**config.mk**
```make
export PLATFORM = sky130hd
export DESIGN_NAME = amba3_apb_slave_mem
export DESIGN_NICKNAME = d
export VERILOG_FILES = /design/src/rtl/amba3_apb_slave_mem.sv
export SDC_FILE = /design/constraint.sdc
export NUM_CORES = 1
export LEC_CHECK = 0
export ABC_AREA = 0
export BUFFER_PORTS_ARGS = -buffer_cell sky130_fd_sc_hd__buf_2
export CORE_MARGIN = 5
export CORE_UTILIZATION = 60
export CTS_BUF_LIST = sky130_fd_sc_hd__clkbuf_4 sky130_fd_sc_hd__clkbuf_8
export DETAILED_ROUTE_END_ITERATION = 8
export HOLD_SLACK_MARGIN = 0.02
export PLACE_DENSITY_LB_ADDON = 0.25
export SLEW_MARGIN = 0
export SYNTH_ARGS = -nofsm -noshare
export SYNTH_HDL_FRONTEND = slang
export SYNTH_SLANG_ARGS = --single-unit
```
**constraint.sdc**
```tcl
create_clock -name pclk -period 7.5 [get_ports pclk]
set_input_delay 1.5 -clock pclk [delete_from_list [all_inputs] [get_ports pclk]]
set_output_delay 1.5 -clock pclk [all_outputs]
set_load 0.005 [all_outputs]
```
**src/rtl/amba3_apb_slave_mem.sv**
```systemverilog
// APB3 completer with word-addressed register memory; each transfer takes WAIT_CYCLES+2 cycles and pready/prdata/pslverr are registered.
// The requester is held off by pready=0 while the wait counter runs; illegal addresses complete with pslverr and leave memory untouched.
module amba3_apb_slave_mem #(
    parameter int ADDR_SIZE   = 32,
    parameter int DATA_SIZE   = 32,
    parameter int MEM_DEPTH   = 16,
    parameter int WAIT_CYCLES = 0
) (
    input  logic                 pclk,
    input  logic                 preset_n,
    input  logic [ADDR_SIZE-1:0] paddr,
    input  logic                 psel,
    input  logic                 penable,
    input  logic                 pwrite,
    input  logic [DATA_SIZE-1:0] pwdata,
    output logic                 pready,
    output logic [DATA_SIZE-1:0] prdata,
    output logic                 pslverr,
    output logic                 proto_err
);
    localparam int OFS = $clog2(DATA_SIZE / 8);
    localparam int IW  = $clog2(MEM_DEPTH);
    localparam logic [ADDR_SIZE-1:0] ALIGN_MASK = ADDR_SIZE'((64'd1 << OFS) - 64'd1);
    localparam logic [7:0] WAIT_LD = 8'(WAIT_CYCLES);

    typedef enum logic {ST_IDLE, ST_ACCESS} state_t;

    state_t                 r_state;
    logic [ADDR_SIZE-1:0]   r_addr;
    logic                   r_write;
    logic [DATA_SIZE-1:0]   r_wdata;
    logic [7:0]             r_cnt;
    logic                   r_pready;
    logic [DATA_SIZE-1:0]   r_prdata;
    logic                   r_pslverr;
    logic                   r_proto_err;
    logic [DATA_SIZE-1:0]   r_mem [MEM_DEPTH];

    state_t                 w_state_nxt;
    logic [7:0]             w_cnt_nxt;
    logic                   w_pready_nxt;
    logic [DATA_SIZE-1:0]   w_prdata_nxt;
    logic                   w_pslverr_nxt;
    logic                   w_proto_nxt;
    logic                   w_capture;
    logic                   w_we;
    logic [IW-1:0]          w_in_idx;
    logic [IW-1:0]          w_cap_idx;
    logic                   w_in_ill;
    logic                   w_cap_ill;
    logic [DATA_SIZE-1:0]   w_in_word;
    logic [DATA_SIZE-1:0]   w_cap_word;
    logic                   w_changed;

    function automatic logic f_illegal(input logic [ADDR_SIZE-1:0] a);
        f_illegal = ((a & ALIGN_MASK) != '0) || ((a >> (OFS + IW)) != '0);
    endfunction

    assign w_in_idx   = paddr[OFS+IW-1:OFS];
    assign w_cap_idx  = r_addr[OFS+IW-1:OFS];
    assign w_in_ill   = f_illegal(paddr);
    assign w_cap_ill  = f_illegal(r_addr);
    assign w_in_word  = r_mem[w_in_idx];
    assign w_cap_word = r_mem[w_cap_idx];
    assign w_changed  = (paddr != r_addr) || (pwrite != r_write) || (pwdata != r_wdata);

    always_comb begin
        w_state_nxt   = r_state;
        w_cnt_nxt     = r_cnt;
        w_pready_nxt  = 1'b0;
        w_prdata_nxt  = '0;
        w_pslverr_nxt = 1'b0;
        w_proto_nxt   = r_proto_err;
        w_capture     = 1'b0;
        w_we          = 1'b0;
        case (r_state)
            ST_IDLE: begin
                if (psel && !penable) begin
                    w_capture   = 1'b1;
                    w_state_nxt = ST_ACCESS;
                    w_cnt_nxt   = WAIT_LD;
                    // With no wait states the response must be ready in the first access cycle.
                    if (WAIT_CYCLES == 0) begin
                        w_pready_nxt  = 1'b1;
                        w_pslverr_nxt = w_in_ill;
                        w_prdata_nxt  = (!pwrite && !w_in_ill) ? w_in_word : '0;
                    end
                end else if (psel && penable) begin
                    w_proto_nxt = 1'b1;
                end
            end
            ST_ACCESS: begin
                if (!psel) begin
                    w_proto_nxt = 1'b1;
                    w_state_nxt = ST_IDLE;
                end else begin
                    if (w_changed) begin
                        w_proto_nxt = 1'b1;
                    end
                    if (penable && r_pready) begin
                        w_we        = r_write && !w_cap_ill;
                        w_state_nxt = ST_IDLE;
                    end else if (penable && (r_cnt != 8'd0)) begin
                        w_cnt_nxt = r_cnt - 8'd1;
                        if (r_cnt == 8'd1) begin
                            w_pready_nxt  = 1'b1;
                            w_pslverr_nxt = w_cap_ill;
                            w_prdata_nxt  = (!r_write && !w_cap_ill) ? w_cap_word : '0;
                        end
                    end else if (!penable) begin
                        w_pready_nxt  = r_pready;
                        w_pslverr_nxt = r_pslverr;
                        w_prdata_nxt  = r_prdata;
                    end
                end
            end
            default: w_state_nxt = ST_IDLE;
        endcase
    end

    always_ff @(posedge pclk or negedge preset_n) begin
        if (!preset_n) begin
            r_state     <= ST_IDLE;
            r_addr      <= '0;
            r_write     <= 1'b0;
            r_wdata     <= '0;
            r_cnt       <= '0;
            r_pready    <= 1'b0;
            r_prdata    <= '0;
            r_pslverr   <= 1'b0;
            r_proto_err <= 1'b0;
        end else begin
            r_state     <= w_state_nxt;
            r_cnt       <= w_cnt_nxt;
            r_pready    <= w_pready_nxt;
            r_prdata    <= w_prdata_nxt;
            r_pslverr   <= w_pslverr_nxt;
            r_proto_err <= w_proto_nxt;
            if (w_capture) begin
                r_addr  <= paddr;
                r_write <= pwrite;
                r_wdata <= pwdata;
            end
        end
    end

    always_ff @(posedge pclk or negedge preset_n) begin
        if (!preset_n) begin
            for (int i = 0; i < MEM_DEPTH; i++) begin
                r_mem[i] <= '0;
            end
        end else if (w_we) begin
            r_mem[w_cap_idx] <= r_wdata;
        end
    end

    assign pready    = r_pready;
    assign prdata    = r_prdata;
    assign pslverr   = r_pslverr;
    assign proto_err = r_proto_err;
endmodule

```
# After elaboration in Yosys (flattened, before gate mapping)
# Cells that the tools add are included.
[classes]
mux = 48
add_sub_neg = 1
n_lt_le_gt_ge = 3
n_bitwise = 3
reduce_logical = 24
eq_ne = 12
[op_table]
columns = ["cell", "count"]
rows = [
  ["512-bit bitwise mux", 1],
  ["32-bit 2-to-1 mux", 13],
  ["32-bit binary-select mux with 4-bit select", 2],
  ["32-bit demux with 4-bit select", 1],
  ["32-bit nonzero test", 4],
  ["32-bit != test", 2],
  ["32-bit case mux with 2 select lines", 1],
  ["8-bit 2-to-1 mux", 4],
  ["1-bit 2-to-1 mux", 21],
  ["8-bit case mux with 2 select lines", 1],
  ["5-bit >= comparator (second input constant)", 2],
  ["2-bit != test (second input constant)", 5],
  ["4-bit NOT with 5-bit output", 2],
  ["8-bit by 1-bit == test with 1-bit output (second input constant)", 1],
  ["1-bit logical AND", 8],
  ["1-bit case mux with 2 select lines", 4],
  ["8-bit nonzero test", 1],
  ["8-bit by 1-bit subtractor with 8-bit output (second input constant)", 1],
  ["1-bit logical NOT", 5],
  ["5-bit by 1-bit less-than comparator with 1-bit output (second input constant)", 1],
  ["5-bit by 3-bit != test with 1-bit output (second input constant)", 1],
  ["1-bit logical OR", 4],
  ["4-bit AND reduction", 1],
  ["3-bit by 2-bit != test with 1-bit output (second input constant)", 1],
  ["other kinds (4)", 4],
]
[word_totals]
elab_cells = 116
output_inout_bits = 35
reg_bits = 621
input_bits = 69

# Depth between registers and ports, before layout
# Gate-level depths: netlist of the first run.
[logic_depth]
ltp_word = 10
depth_mapped = 8
mapped_depth_nobuf = 7

# Worst setup path after synthesis of the first run
# Ideal clock, no wire load.
[synth_path]
kind = "input port to flip-flop"
start = "in paddr[2]"
end = "reg r_prdata[10] (netlist: prdata[10])"
required_time_ps = 7374
path_stages = 7
path_buffers = 3
arrival_time_ps = 3444
setup_time_ps = 126
setup_slack_ps = 3930
cell_sequence = "buf_2 -> buf_2 -> buf_1 -> mux4_2 -> a22oi_1 -> a21oi_1 -> a221o_1"
[synth_via]
elab_chain_len = 7
[synth_rtl]
columns = ["item", "line_no", "text"]
rows = [
  ["start: declaration", "11", "input logic [ADDR_SIZE-1:0] paddr,"],
  ["4-bit NOT with 5-bit output (not written as such)", "63", "assign w_in_word = r_mem[w_in_idx];"],
  ["32-bit binary-select mux with 4-bit select", "63", ""],
  ["32-bit 2-to-1 mux (not written as such) (2 in a row)", "63", ""],
  ["32-bit 2-to-1 mux", "86", "w_prdata_nxt = (!pwrite && !w_in_ill) ? w_in_word : '0;"],
  ["32-bit 2-to-1 mux", "78", "if (psel && !penable) begin"],
  ["32-bit case mux with 2 select lines", "76", "case (r_state)"],
  ["end signal: assignment", "136", "r_prdata <= w_prdata_nxt;"],
  ["end: declaration", "34", "logic [DATA_SIZE-1:0] r_prdata;"],
]
# Every way passes these cells. The select of a mux whose other input is x is not followed.
# A chain may end at the register's enable or synchronous reset.

# Final worst setup path of the first run
[layout_path]
start = "reg r_addr[3]"
end = "reg r_mem[312] in the netlist's numbering"
[layout_via]
elab_chain_len = 6
elab_cells_between_ends = 7
classes_between = "2 x order compare; 3 x mux; 1 x bitwise; 1 x reduce/logical"
[layout_rtl]
columns = ["item", "line_no", "text"]
rows = [
  ["start: declaration", "29", "logic [ADDR_SIZE-1:0] r_addr;"],
  ["start signal: assignment", "140", "r_addr <= paddr;"],
  ["4-bit NOT with 5-bit output (not written as such) *", "153", "r_mem[w_cap_idx] <= r_wdata;"],
  ["5-bit >= comparator (not written as such) / 5-bit by 1-bit less-than comparator with 1-bit output (equally long branches)", "153", ""],
  ["1-bit logical AND (not written as such)", "153", ""],
  ["32-bit 2-to-1 mux (not written as such)", "153", ""],
  ["32-bit demux with 4-bit select *", "153", ""],
  ["512-bit bitwise mux *", "153", ""],
  ["end signal: indexed assignment", "153", ""],
  ["end: declaration", "37", "logic [DATA_SIZE-1:0] r_mem [MEM_DEPTH];"],
]
# Every way passes the cells marked *; elsewhere a longest branch is shown, timed or not.

==> metrics.yaml, run 1 <==
worst-path-buf-inv: 1
grt_pass1_wl_um: 133100
pre_cts_ws_ns: 3.136
die_h_um: 241.6
cp_max_fo: 48
clk_pin_slew_worst_paths_ns: 0.06
design_area_sq_um: 35040
layout_common_cells: "dfrtp_1, mux2_2, mux4_2"
p_per_area_nw_per_um2: 217.9
r2r_start: "r_addr[3]"
r2r-end: "r_mem[312]"
via_per_inst: 6.974
multiInputGateArea_sq_um: 15530
reg2regPathDepth: 4
root_buffer: "clkbuf_8"
synthFlopType: "dfrtp_1"
finalPower_mw: 7.635
syn_nets: 2139
syn-cell-area_sq_um: 32180
hold_class: "reg -> reg"
die_w_um: 241.6
register_area_sq_um: 15550
synth-async-reset-ratio_pct: 100.0
cp_slowest_cell: "nand3_4"
syn_to_final_growth_pct: 8.904
ys_types: 51
io_pins: 104
path_cells: "buf_4 > nor2b_1 > nand3_4 > mux2_1"
period_needed_ns: 3.891
finalHoldViolCount: 0
crit_path_end_kind: "register"
cp_data_required_time_ns: 8.05
setup-violations-final: 0
yosysWarnings: 0
via_count: 19933
cts.sinks: 621
cts_setup_buffers: 0
numCtsBuffers: 102
cp_top_family: "simple AND/OR/NAND/NOR gates"
start_util_pct: 60.87
cap_violations: 0
drive_above_1_share_pct: 54.43
status: "complete, no violations"
final_common_cell: "dfrtp_1"
worstSkewPairLatency_ns: 0.69
first_pass_iters: 5
final_util_pct: 66.29
die-area_sq_um: 58360
crit_type: "reg -> reg"
cp.arrival_ns: 4.44
finalMaxSlewViolations: 0
fillCellCount: 3570
synth_seq_cells: 621
antenna_found_initial: 2
max_stage_delay_ns: 0.86
slew_headroom_pct: 19.65
htreeDepth: 3
max_slew.worst_pin.slew_ns: 1.205
hpwl_um: 48930
cts_tree: "yes"
rsz0062_at_grt: "false"
synth_cells: 2068
syn_avg_cell_area_sq_um: 15.56
endpoint: "r_mem[312]"
fin_tns_setup_ns: 0
critPathLaunch: "r_addr[3]"
ir_drop_v: 0.0001966
grt.overflow.total: 0
place_congestion: 0.9230
drt-total-wl_um: 85670
clock_skew_ns: 0.03125
cts_buffer_depth: 3
first_global_vias: 21611
drc: 0
yosysSeqAreaShare_pct: 48.29
placed_area_sq_um: 32840
rows: 84
cp.depth: 4
p_leak_nw: 16.25
synth_enable_flop_cells: 0
timing.final.ws_setup_ns: 3.609
nNetsFinal: 2162
port_buffers: 103
track_usage_pct: 29.69
startpoint_type: "register"
post_cts_resized: 0
wl_per_cell_um: 29.97
coreArea_sq_um: 52870
hp-start: "pslverr"
min_period_over_period_pct: 51.88
drtIter0Drc: 1731
ant_nets: 0
grt_max_degree: 161
reg2reg_setup_slack_ns: 3.61
max_freq_mhz: 257.0
holdBufCountCts: 0
flip-flops by register name, indices dropped and copies added (netlist names):
register and cells:
pslverr 1, r_cnt 8, proto_err 1, prdata 32, r_wdata 32, r_state 1
r_addr 32, r_mem 512, r_write 1, pready 1
through the flow:
stage          cells  hold slack [ns]
4_1_cts         2856           0.4967
3_3_place_gp    2675           0.4714
3_5_place_dp    2675           0.4726
6_report        2858           0.4884
2_1_floorplan   2068           0.4561
5_1_grt         2857           0.5241
cells in the mapped netlist (3+ instances only):
master | count | area (sq um)
mux4_2 | 287 | 6464
buf_2 | 35 | 175.2
buf_4 | 3 | 22.52
clkbuf_1 | 122 | 457.9
a21oi_1 | 33 | 165.2
a22oi_1 | 63 | 473.0
nor4_1 | 26 | 162.7
mux2_4 | 10 | 150.1
nand4_1 | 12 | 75.07
mux2_2 | 541 | 6092
nand3_4 | 10 | 175.2
inv_1 | 19 | 71.32
dfrtp_1 | 621 | 15540
mux2_1 | 12 | 135.1
xnor2_1 | 10 | 87.58
buf_1 | 23 | 86.33
o22ai_1 | 5 | 31.28
nand2b_1 | 4 | 25.02
or4_1 | 3 | 22.52
nand2_1 | 25 | 93.84
a221o_1 | 31 | 310.3
a211oi_1 | 5 | 37.54
nand3_1 | 7 | 35.03
a2111oi_0 | 7 | 61.31
o21ai_0 | 15 | 75.07
nor2_1 | 17 | 63.81
o2bb2ai_1 | 3 | 26.28
nor2b_1 | 21 | 131.4
xor2_1 | 41 | 359.1
buf_6 | 31 | 349.1
worst reg2reg max path, cell delays in order, from the launching register on:
cell	delay (ns)
dfrtp_4	0.84
buf_4	0.77
nor2b_1	0.68
nand3_4	0.86
mux2_1	0.62
final cells by class:
class | count | share of cell area (%)
inverters | 19 | 0.2035
diodes | 2 | 0.01428
clock buffers | 169 | 6.084
repair buffers | 133 | 2.364
clock inverters | 12 | 0.1964
multi-input cells | 1214 | 44.31
well taps | 688 | 2.456
flip-flops and latches | 621 | 44.37
logic make-up after synthesis:
family / after synthesis / share of synthesized area [%]
xor gates and xnor gates: 51 / 1.388
buffers and inverters: 233 / 3.612
and+or+nand+nor: 137 / 2.741
adders and majority gates: 2 / 0.07775
DFF: 621 / 48.29
muxes: 851 / 39.94
AOI/OAI and AO/OA: 173 / 3.951
metal layers:
metal	vias up	GRT usage, %	wire, um
met5	-	0	0
met4	0	10.47	2700
met3	180	6.653	7725
met2	951	48.23	41920
met1	10701	40.30	33320
li1	8101	-	-
worst min-delay path by stage:
stage                     endpoint  slack (ns)  cells past startpoint
after CTS                  pslverr        0.50                      2
final                      pslverr        0.49                      2
after global placement     pslverr        0.47                      2
after detailed placement   pslverr        0.47                      2
after floorplan           r_cnt[1]        0.46                      1
after global routing       pslverr        0.52                      2
power by group:
part	switching, mW	internal, mW
Clock	1.37	1.78
Combinational	0.449	0.304
Sequential	0.301	3.43
Total	2.12	5.52
(Power assumes the default switching activity.)
==> run 2: changes to the inputs <==
Clock period 7.5 ns to 3.8 ns, I/O delays scaled along.
==> metrics.yaml, run 2 (same netlist as run 1, synthesis figures left out) <==
status: "complete, no violations"
syn_to_final_growth_pct: 10.69
io_pins: 104  # unchanged
largest-register: "r_mem"
largest_register_ffs: 512  # unchanged
worstSkewPairLatency_ns: 0.72  # +0.03 ns
via_per_inst: 6.949  # -0.37%
cp_max_fo: 9  # -81%
htreeDepth: 3  # unchanged
cap_violations: 0  # unchanged
p_comb_share_pct: 10.3  # +0.4 points
grt.overflow.total: 0  # unchanged
cp_slowest_cell: "nand4_1"
path_cells: "nor4_1 > nand4_1 > nor4_4 > nand4_1 > buf_4 > mux2_2"
grtUsageMet1_pct: 42.15  # +1.8 points
die_w_um: 241.6  # unchanged
max_freq_mhz: 295.6  # +15%
cp_common_cell: "nand4_1"
cts.sinks: 621  # unchanged
rows: 84  # unchanged
holdBufCountCts: 0  # unchanged
p_leak_nw: 16.56  # +1.9%
max_stage_delay_ns: 0.80  # -0.06 ns
ant_nets: 0  # unchanged
layout_common_cells: "dfrtp_1, mux2_2, mux4_2"
port_buffers: 103  # unchanged
first_global_vias: 21941  # +1.5%
drtIter0Drc: 1739  # +0.46%
clkPwrFrac_pct: 40.9  # -0.3 points
grt_pass1_wl_um: 136400  # +2.5%
use_met2_pct: 48.55  # +0.32 points
cp_top_family: "simple AND/OR/NAND/NOR gates"
place_congestion: 0.9274  # +0.48%
switching_share_pct: 27.85  # +0.12 points
cts_tree: "yes"
grtUsageMet3_pct: 7.028  # +0.38 points
post_cts_resized: 0  # unchanged
clk_pin_slew_worst_paths_ns: 0.06  # about the same
track_usage_pct: 30.38  # +0.69 points
min_period_over_period_pct: 89.03  # +37 points
startpoint_type: "register"
grt_max_degree: 96  # -40%
slew_headroom_pct: 34.79  # +15 points
clock_skew_ns: 0.04490  # +0.01365 ns
p_per_area_nw_per_um2: 424.7  # +95%
final_common_cell: "dfrtp_1"
first_pass_iters: 7  # +2
cp.depth: 6  # +2
design_area_sq_um: 35620  # +1.6%
rsz0062_at_grt: "false"
fin_tns_setup_ns: 0  # unchanged
cp_data_required_time_ns: 4.37  # -3.68 ns
die_h_um: 241.6  # unchanged
antenna_found_initial: 1  # -1
crit_type: "reg -> reg"
cp.arrival_ns: 3.95  # -0.49 ns
start_util_pct: 60.87  # unchanged
drt-total-wl_um: 87430  # +2.1%
cellInternalPower_mw: 10.92  # +98%
p_switching_mw: 4.213  # +99%
numCtsBuffers: 102  # unchanged
hpwl_um: 54180  # +11%
finalMaxSlewViolations: 0  # unchanged
drc: 0  # unchanged
setup-violations-final: 0  # unchanged
max_slew.worst_pin.slew_ns: 0.9758  # -0.2294 ns
via_count: 20207  # +1.4%
p_seq_share_pct: 48.8  # about the same
ir_drop_v: 0.0003495  # +78%
hold_class: "in -> async"
period_needed_ns: 3.383  # -0.5081 ns
cts_buffer_depth: 3  # unchanged
placed_area_sq_um: 33420  # +1.8%
drive_above_1_share_pct: 55.48  # +1.0 points
coreArea_sq_um: 52870  # unchanged
reg2regPathDepth: 6  # +2
finalHoldViolCount: 0  # unchanged
cts_setup_buffers: 0  # unchanged
crit_path_end_kind: "register"
worst-path-buf-inv: 1  # unchanged
die-area_sq_um: 58360  # unchanged
root_buffer: "clkbuf_8"
top_usage_layer: "met2"
wl_per_cell_um: 30.06  # +0.30%
nNetsFinal: 2210  # +2.2%
## run 2: cell count changes in the layout (fill, tap and decap cells not counted), sizes merged
cell      delta
clkinvlp     +1
buf         +48
diode        -1
clkbuf       +2
## run 2: path summary, 6_finish.rpt
path,to,from,slack [ns]
min reg2reg,r_mem[33],r_mem[33],0.51
max,r_mem[22],r_addr[18],0.42
min,r_mem[482],preset_n,0.11
max in group asynchronous,r_mem[464],preset_n,2.64
max reg2reg,r_mem[22],r_addr[18],0.42
min in group pclk,r_wdata[17],pwdata[17],0.31
## run 2: final cells by class
class,count,area [sq um]
fillers,3680,17250
well taps,688,860.8
diodes,1,2.502
inverters,19,71.32
multi-input cells,1214,15530
clock inverters,13,76.32
clock buffers,171,2116
repair buffers,181,1414
flip-flops and latches,621,15550
## run 2: power groups by stage
stage,combinational [mW],sequential (mW),clock [mW]
detailed placement,1.57,7.47,0
finish,1.56,7.38,6.19
global route,1.68,7.41,6.62
floorplan,1.30,6.98,0
global placement,1.55,7.45,0
CTS,1.58,7.36,6.29
## run 2: metal layers
metal	wire, um	vias to the layer above	part of all wire (%)
met2	42160	906	48
met5	0	-	0
met3	7310	207	8.4
met1	34960	10888	40
met4	2998	0	3.4
li1	-	8206	-
## run 2: stage by stage
step	setup slack, ns	hold WS (ns)	power (mW)	utilization [%]	cells
2_1_floorplan	0.9701	0.4561	8.284	-	2068
3_3_place_gp	0.5629	0.4760	9.007	63.22	2723
3_5_place_dp	0.5291	0.4800	9.047	63.22	2723
4_1_cts	0.5073	0.1076	15.23	67.37	2907
5_1_grt	0.2298	0.1306	15.71	67.37	2908
6_report	0.4169	0.1119	15.13	67.37	2908
